**src/rtl/hex_display_scan.sv**
```systemverilog
// rtl/hex_display_scan.sv - time-multiplexed seven-segment scan driver; optional blink via `HEX_BLINK_EN
module hex_display_scan #(
  parameter int NUM_DIGITS  = 4,
  parameter int REFRESH_DIV = 1024,
  parameter int DEAD_CYCLES = 2,
  parameter int BLINK_DIV   = 64
) (
  input  logic                    clk,
  input  logic                    reset,
  input  logic [4*NUM_DIGITS-1:0] value,
  input  logic                    load,
  input  logic [NUM_DIGITS-1:0]   digit_en,
  input  logic                    lzb,
  input  logic [NUM_DIGITS-1:0]   blink_mask,
  output logic [6:0]              display,
  output logic [NUM_DIGITS-1:0]   digit_sel
);

  localparam int PW = (REFRESH_DIV > 1) ? $clog2(REFRESH_DIV) : 1;
  localparam int IW = (NUM_DIGITS > 1) ? $clog2(NUM_DIGITS) : 1;
  localparam logic [PW-1:0] PRESC_LAST = PW'(REFRESH_DIV - 1);
  localparam logic [PW-1:0] DEAD_END   = PW'(DEAD_CYCLES);
  localparam logic [IW-1:0] IDX_LAST   = IW'(NUM_DIGITS - 1);
  localparam logic [6:0]    SEG_OFF    = 7'h7F;

  logic [4*NUM_DIGITS-1:0] hold_q, hold_d;
  logic [PW-1:0]           presc_q, presc_d;
  logic [IW-1:0]           idx_q, idx_d;
  logic [6:0]              slot_seg_q, slot_seg_d;
  logic [6:0]              display_q, display_d;
  logic [NUM_DIGITS-1:0]   digit_sel_q, digit_sel_d;
  logic                    slot_wrap;
  logic                    frame_wrap;
  logic [3:0]              nibble;
  logic                    upper_zero;
  logic                    blank;
  logic                    blink_blank;

  // Active-low segment pattern for one hex nibble, bit order {g,f,e,d,c,b,a}.
  function automatic logic [6:0] hex_to_seg(input logic [3:0] n);
    case (n)
      4'h0: hex_to_seg = 7'h40;
      4'h1: hex_to_seg = 7'h79;
      4'h2: hex_to_seg = 7'h24;
      4'h3: hex_to_seg = 7'h30;
      4'h4: hex_to_seg = 7'h19;
      4'h5: hex_to_seg = 7'h12;
      4'h6: hex_to_seg = 7'h02;
      4'h7: hex_to_seg = 7'h78;
      4'h8: hex_to_seg = 7'h00;
      4'h9: hex_to_seg = 7'h10;
      4'hA: hex_to_seg = 7'h08;
      4'hB: hex_to_seg = 7'h03;
      4'hC: hex_to_seg = 7'h46;
      4'hD: hex_to_seg = 7'h21;
      4'hE: hex_to_seg = 7'h06;
      default: hex_to_seg = 7'h0E;
    endcase
  endfunction

`ifdef HEX_BLINK_EN
  localparam int FW = (BLINK_DIV > 1) ? $clog2(BLINK_DIV) : 1;
  localparam logic [FW-1:0] FRAME_LAST = FW'(BLINK_DIV - 1);

  logic [FW-1:0] frame_q, frame_d;
  logic          phase_q, phase_d;

  // Frame counter and blink phase; the new phase applies from the first slot of the new frame.
  always_comb begin
    frame_d = frame_q;
    phase_d = phase_q;
    if (frame_wrap) begin
      if (frame_q == FRAME_LAST) begin
        frame_d = '0;
        phase_d = ~phase_q;
      end else begin
        frame_d = frame_q + 1'b1;
      end
    end
    blink_blank = phase_d & blink_mask[idx_d];
  end

  // Blink state register.
  always_ff @(posedge clk) begin
    if (reset) begin
      frame_q <= '0;
      phase_q <= 1'b0;
    end else begin
      frame_q <= frame_d;
      phase_q <= phase_d;
    end
  end
`else
  logic unused_blink;
  assign unused_blink = ^blink_mask ^ BLINK_DIV[0];
  assign blink_blank  = 1'b0;
`endif

  // Prescaler, digit index and slot-start sampling of the digit pattern.
  always_comb begin
    hold_d     = load ? value : hold_q;
    slot_wrap  = (presc_q == PRESC_LAST);
    frame_wrap = slot_wrap && (idx_q == IDX_LAST);
    presc_d    = slot_wrap ? '0 : presc_q + 1'b1;
    idx_d      = idx_q;
    if (slot_wrap) begin
      idx_d = (idx_q == IDX_LAST) ? '0 : idx_q + 1'b1;
    end

    nibble     = 4'(hold_q >> (4 * idx_d));
    upper_zero = ((hold_q >> (4 * idx_d)) == '0);
    blank      = !digit_en[idx_d]
               | (lzb && (idx_d != '0) && upper_zero)
               | blink_blank;

    slot_seg_d = slot_seg_q;
    if (slot_wrap) begin
      slot_seg_d = blank ? SEG_OFF : hex_to_seg(nibble);
    end

    if (presc_d < DEAD_END) begin
      display_d   = SEG_OFF;
      digit_sel_d = '1;
    end else begin
      display_d   = slot_seg_d;
      digit_sel_d = ~(NUM_DIGITS'(1) << idx_d);
    end
  end

  // State and output registers; reset restarts the scan at digit 0 with outputs dark.
  always_ff @(posedge clk) begin
    if (reset) begin
      hold_q      <= '0;
      presc_q     <= '0;
      idx_q       <= '0;
      slot_seg_q  <= digit_en[0] ? hex_to_seg(4'h0) : SEG_OFF;
      display_q   <= SEG_OFF;
      digit_sel_q <= '1;
    end else begin
      hold_q      <= hold_d;
      presc_q     <= presc_d;
      idx_q       <= idx_d;
      slot_seg_q  <= slot_seg_d;
      display_q   <= display_d;
      digit_sel_q <= digit_sel_d;
    end
  end

  assign display   = display_q;
  assign digit_sel = digit_sel_q;

endmodule

```
**config.mk**
```make
export PLATFORM = sky130hd
export DESIGN_NAME = hex_display_scan
export DESIGN_NICKNAME = d
export VERILOG_FILES = /design/src/rtl/hex_display_scan.sv
export SDC_FILE = /design/constraint.sdc
export NUM_CORES = 1
export LEC_CHECK = 0
export ABC_AREA = 1
export CAP_MARGIN = 15
export CORE_MARGIN = 2
export CORE_UTILIZATION = 53
export DETAILED_ROUTE_END_ITERATION = 10
export GPL_ROUTABILITY_DRIVEN = 0
export PLACE_DENSITY = 0.79
export SYNTH_ARGS = -nofsm -noshare
export SYNTH_HDL_FRONTEND = slang
export SYNTH_SLANG_ARGS = --single-unit
```
**constraint.sdc**
```tcl
create_clock -name clk -period 2.7 [get_ports clk]
set_clock_uncertainty 0.05 [all_clocks]
set_input_delay 0.81 -clock clk [delete_from_list [all_inputs] [get_ports clk]]
set_output_delay 0.81 -clock clk [all_outputs]
set_load 0.02 [all_outputs]
```
* After elaboration in Yosys (flattened, before gate mapping)
Memory sizes are Yosys's and may differ from the RTL's.
Index checks and enable logic that the tools add are counted.
** Word-level totals
- Bits in registers :: 46
- Memory bits (read-only) :: 112
- Logic and storage cells :: 32
- Memories :: 1
** Operators by class
- Add/sub/neg operators :: 2
- Magnitude comparators :: 2
- Eq/ne operators :: 2
- Shift-type cells :: 2
- Muxes and demuxes :: 9
- Bitwise operators :: 2
- Reduce and logical (&&, ||, !) cells :: 6
** Memories
- (no name shown) :: words 16, bits a word 7, read ports 1, clocked after Yosys merged registers in 0, wr ports 0, RTL line 41 : case (n)
** Operator list (number)
- $mux W7 :: 3
- $logic_not A16 Y1 :: 1
- $shr A16 B4 Y16 :: 1
- $add A10 B1 Y10 const B :: 1
- $eq A10 B10 Y1 const B :: 1
- $lt A10 B2 Y1 const B :: 1
- $mux W10 :: 1
- $mux W6 :: 1
- $mux W2 :: 2
- $not A4 Y4 :: 1
- $shl A1 B2 Y4 const A :: 1
- $lt A2 B3 Y1 const B :: 1
- $add A2 B1 Y2 const B :: 1
- $bmux W1 S2 :: 1
- $eq A2 B2 Y1 const B :: 1
- $logic_and A1 B1 Y1 :: 2
- $reduce_bool A2 Y1 :: 1
- $reduce_or A2 Y1 :: 1
- $logic_not A1 Y1 :: 1
- $mux W1 :: 1
- $or A1 B1 Y1 :: 1

* Depth between registers and ports, before layout
- Depth after elaboration :: 10
- Depth in mapped cells :: 21
- Mapped depth without buffers :: 20

* Worst setup path before layout
OpenSTA, ideal clock, no wires.
- Path type :: reg2reg
- From :: reg presc_q[0]
- To :: reg slot_seg_q[3]
- Library setup time :: 0.119 ns
- Data arrival time :: 2.329 ns
- Setup slack :: 0.201 ns
- Stages on the path, launching flop included :: 20
- Period minus slack after synthesis :: 2.499 ns
- Path through :: dfxtp_1 ha_1 nand2_2 nor2_8 nand3_4 buf_6 nand2_2 nand2_2 buf_6 nand3_1 nand2_1 nor2_2 ha_1 nand3b_1 nand3_1 nand2_1 nor2_1 nand2_1 nand3_1 nand2_1
** On the way
- Cells in the longest elaborated chain, start to end :: 9
- Elaborated cells between the ends (all ways) :: 15
** Ends and longest elaborated chain
- start, declared :: RTL line 27 : logic [PW-1:0] presc_q, presc_d;
- start signal, assigned :: RTL line 141 : presc_q <= presc_d;
- $eq A10 B10 Y1 * :: RTL line 102 : slot_wrap = (presc_q == PRESC_LAST);
- parallel branches: the longest is 6 deep, another holds $mem_v2 Z16 W7
- $mux W7 * :: RTL line 117 : if (slot_wrap) begin
- $mux W7 * :: RTL line 132 : if (reset) begin
- end signal, assigned :: RTL line 136 : slot_seg_q <= digit_en[0] ? hex_to_seg(4'h0) : SEG_OFF;
- end signal, assigned :: RTL line 143 : slot_seg_q <= slot_seg_d;
- end, declared :: RTL line 29 : logic [6:0] slot_seg_q, slot_seg_d;
Mark *: on every way between the ends. The select of a mux whose other input is x is not followed.
A chain may end at the register's enable or synchronous reset.

* Worst setup path in the final report
- From :: reg presc_q[0]
- To :: reg display_q[3], in the netlist display[3]
** On the way
- Cells in the longest elaborated chain, start to end :: 8
- Elaborated cells between the ends (all ways) :: 18
** Ends and longest elaborated chain
- parallel branches: the longest is 8 deep, another holds $mem_v2 Z16 W7
- end signal, assigned :: RTL line 144 : display_q <= display_d;
- end, declared :: RTL line 30 : logic [6:0] display_q, display_d;
Parallel ways; which one is timed is not known. The select of a mux whose other input is x is not followed.

==> metrics.txt <==
worst path required time=2.85 ns; Synth cell types=33; Chip Height=71.7 um; chip width=71.7 um; xor-xnor portion of the synthesized cell area=1.44%; critical path's slowest cell=dfxtp_2; clk slew on worst S/H paths=0.08 ns; CTS hold repair buffers=0; layout cells sized above 1=21.6%; Non-Filler Instances=445; WL/cell=11.6 um; mean post-synth cell area=7.06 sq um; Yosys top cell by area=dfxtp_1; Post-synth EDFFs=0; mapped cell area=2430 sq um; reg-to-reg startpoint=presc_q[0]; largest family of logic cells by synthesized area=simple AND/OR/NAND/NOR gates; WP buf/inv=2; n_diodes=0; power density cells=458 nW/um^2; NetSw=0.379 mW; Clock Sinks=46; M3 GR Usage=4.78%; Initial Util=55.4%; placed wire-length estimate=3.79 mm; final core utilization=70.9%; RSZ-0062 raised after global routing=true; CP Launch Point=presc_q[0]; top_reg_cell synth=dfxtp_1; grt peak-use layer=met2; global-route wire length before repair=9.03 mm; crit start category=flop; dpl ws=-0.00829 ns; fmax=394 MHz; Final period util=93.9%; vias per std cell=5.14; Detail Route Antenna Nets=0; Mapped Cells=344; measured slew at the worst slew-check pin=0.448 ns; hold slack=0.405 ns; worst-path fanout max=8; clk_lat worst skew=0.30 ns; hold path startpoint=presc_q[0]; Max-cap violations=0; Placed Cells=430; area grow syn2layout=28.1%; sequential fraction of the synthesis area=37.9%; Slew Limit Fails=0; Clk pwr share=30.4%; CP Data Arrival Time=2.69 ns; final worst slack=0.164 ns; Worst Hold Class=reg2reg; Hold Path Depth=1; Design Area, Final=3110 sq um; most used cell, CP=nand2_1; Worst slew margin=70.0%; CTS Buf Count=5; DRC violations left=0; Design Power=1.42 mW; via count=2286; vias in the first global route=2180; Core Region=4380 sq um; top cell type's share of synthesized area=37.9%; Internal=1.05 mW; setup TNS=0 ns; Max clock buf depth=2; met1 GRT Util=25.6%; IO Pins=39; drt first pass iters=6; initial antenna violation count=0; # setup viols final=0; syn_nets=380; R2R Path End=display[3]; Synth Area in Adders=4.12%; crit path kind=reg2reg; FP Rows=24; flop2flop setup slack=0.16 ns; final wirelength=5.14 mm; CTS tree=built; Critical Path Sink Type=flop; Fin. Hold Viols=0; placed cell area=2850 sq um; clk root buf=clkbuf_8; Seq pwr share=51.7%; Total GRT Usage=21.6%; crit-path leading delay family=simple AND/OR/NAND/NOR gates; most frequent cells after synthesis=88 x nand2_1, 46 x dfxtp_1, 39 x nand3_1, 31 x nor2_1, 29 x inv_1; Crit path largest cell delay=0.37 ns; switching share of total power=26.6%; Logic pwr share=17.9%; grt total ovfl=0; top post-synthesis cells by area=dfxtp_1 38%, nand2_1 14%, nand3_1 8.0%; run status=finished clean; Min Clock Period, post-route=2.54 ns; die area=5140 sq um; worst reg2reg path depth=19; critical path depth=19; routing usage on met2=38.5%; Synth Area in Compound Gates=9.53%; maximum vdd drop=243 uV; top-count cell post-synth=nand2_1; DRT iter0 DRCs=89; Simple-Gate Fraction of Synth Area=38.5%; fillers=389; Post-synth ARST share=0%; CP Cell Sequence=ha_4 > nand2_4 > nor2_8 > buf_4 > nand4_1 > nand2_2 > nand3_2 > nand2_2 > nor2_4 > buf_4 > ha_1 > nand2_1 > nand2_1 > nand2_1 > nand2_1 > nor2_1 > nand2_1 > nand2_1 > nand2_1; IO Port Bufs=34; largest net degree at the start of global routing=29; flops & latches, synth=46; Ys Warns=0; mux share of post-synthesis cell area=0%; H-Tree Depth=2; Leakage Power=1.49 nW; Hold Path End=presc_q[0]; # nets final=428
-- what timing repair did --
item / in CTS / in global routing
endpoints found under the setup margin: 4 / 14
pin swaps: 0 / 16
setup buffers: 0 / 7
gates resized for setup: 1 / 29
-- placed cells by master, fill, tap and decap left out, types with 4 or more instances in the layout --
master	synthesis	layout
or2_2	7	7
inv_1	29	26
nand4_1	4	4
a21oi_1	14	14
nand3_1	39	34
nor2_1	31	30
clkbuf_8	0	6
o21ai_0	19	19
ha_1	8	4
dfxtp_1	46	44
inv_2	7	10
clkdlybuf4s50_1	0	34
buf_4	0	18
nand2_2	11	16
nand2_4	1	4
nand2_1	88	80
nand3_2	2	7
-- power by group through the flow --
stage | logic, mW | registers [mW] | clock network [mW]
2_1_floorplan | 0.136 | 0.762 | 0
3_3_place_gp | 0.240 | 0.748 | 0
3_5_place_dp | 0.245 | 0.750 | 0
4_1_cts | 0.246 | 0.734 | 0.444
5_1_grt | 0.289 | 0.740 | 0.475
6_report | 0.256 | 0.736 | 0.433
-- how the worst max path moves through the flow --
stage                               end  slack (ns)
after floorplan           slot_seg_q[3]        0.20
after global placement    slot_seg_q[3]        0.07
after detailed placement     display[3]      -0.008
after CTS                    display[3]        0.04
after global routing      slot_seg_q[6]       -0.07
final                        display[3]        0.16
-- logic make-up (layout without fill, tap and decap cells) --
| logic type | after synthesis | after routing |
|---|---|---|
| AND/OR/NAND/NOR | 195 | 195 |
| adder cells (fa/ha/maj) | 8 | 8 |
| AO/OA/AOI/OAI | 42 | 42 |
| flip-flops | 46 | 46 |
| XOR/XNOR | 4 | 4 |
| buffers and inverters | 49 | 98 |
-- sequential cells by signal (all words and copies together) (netlist names) --
register,count
display,7
digit_sel,4
presc_q,10
idx_q,2
slot_seg_q,7
hold_q,16
-- cell type report --
| type | instances | area [sq um] | area share, % |
|---|---|---|---|
| multi-input cells | 249 | 1410 | 45.4 |
| flip-flops and latches | 46 | 923 | 29.7 |
| repair buffers | 52 | 475 | 15.3 |
| inverters | 38 | 143 | 4.59 |
| clock buffers | 7 | 86.3 | 2.78 |
| well taps | 52 | 65.1 | 2.09 |
| clock inverters | 1 | 5.00 | 0.161 |
-- layer usage --
layer  up-vias  wire, um
met1      1040      2230
li1       1196         -
met4         0        71
met2        42      2630
met3         8       207
met5         -         0
Power figures use the tool's default switching activity.
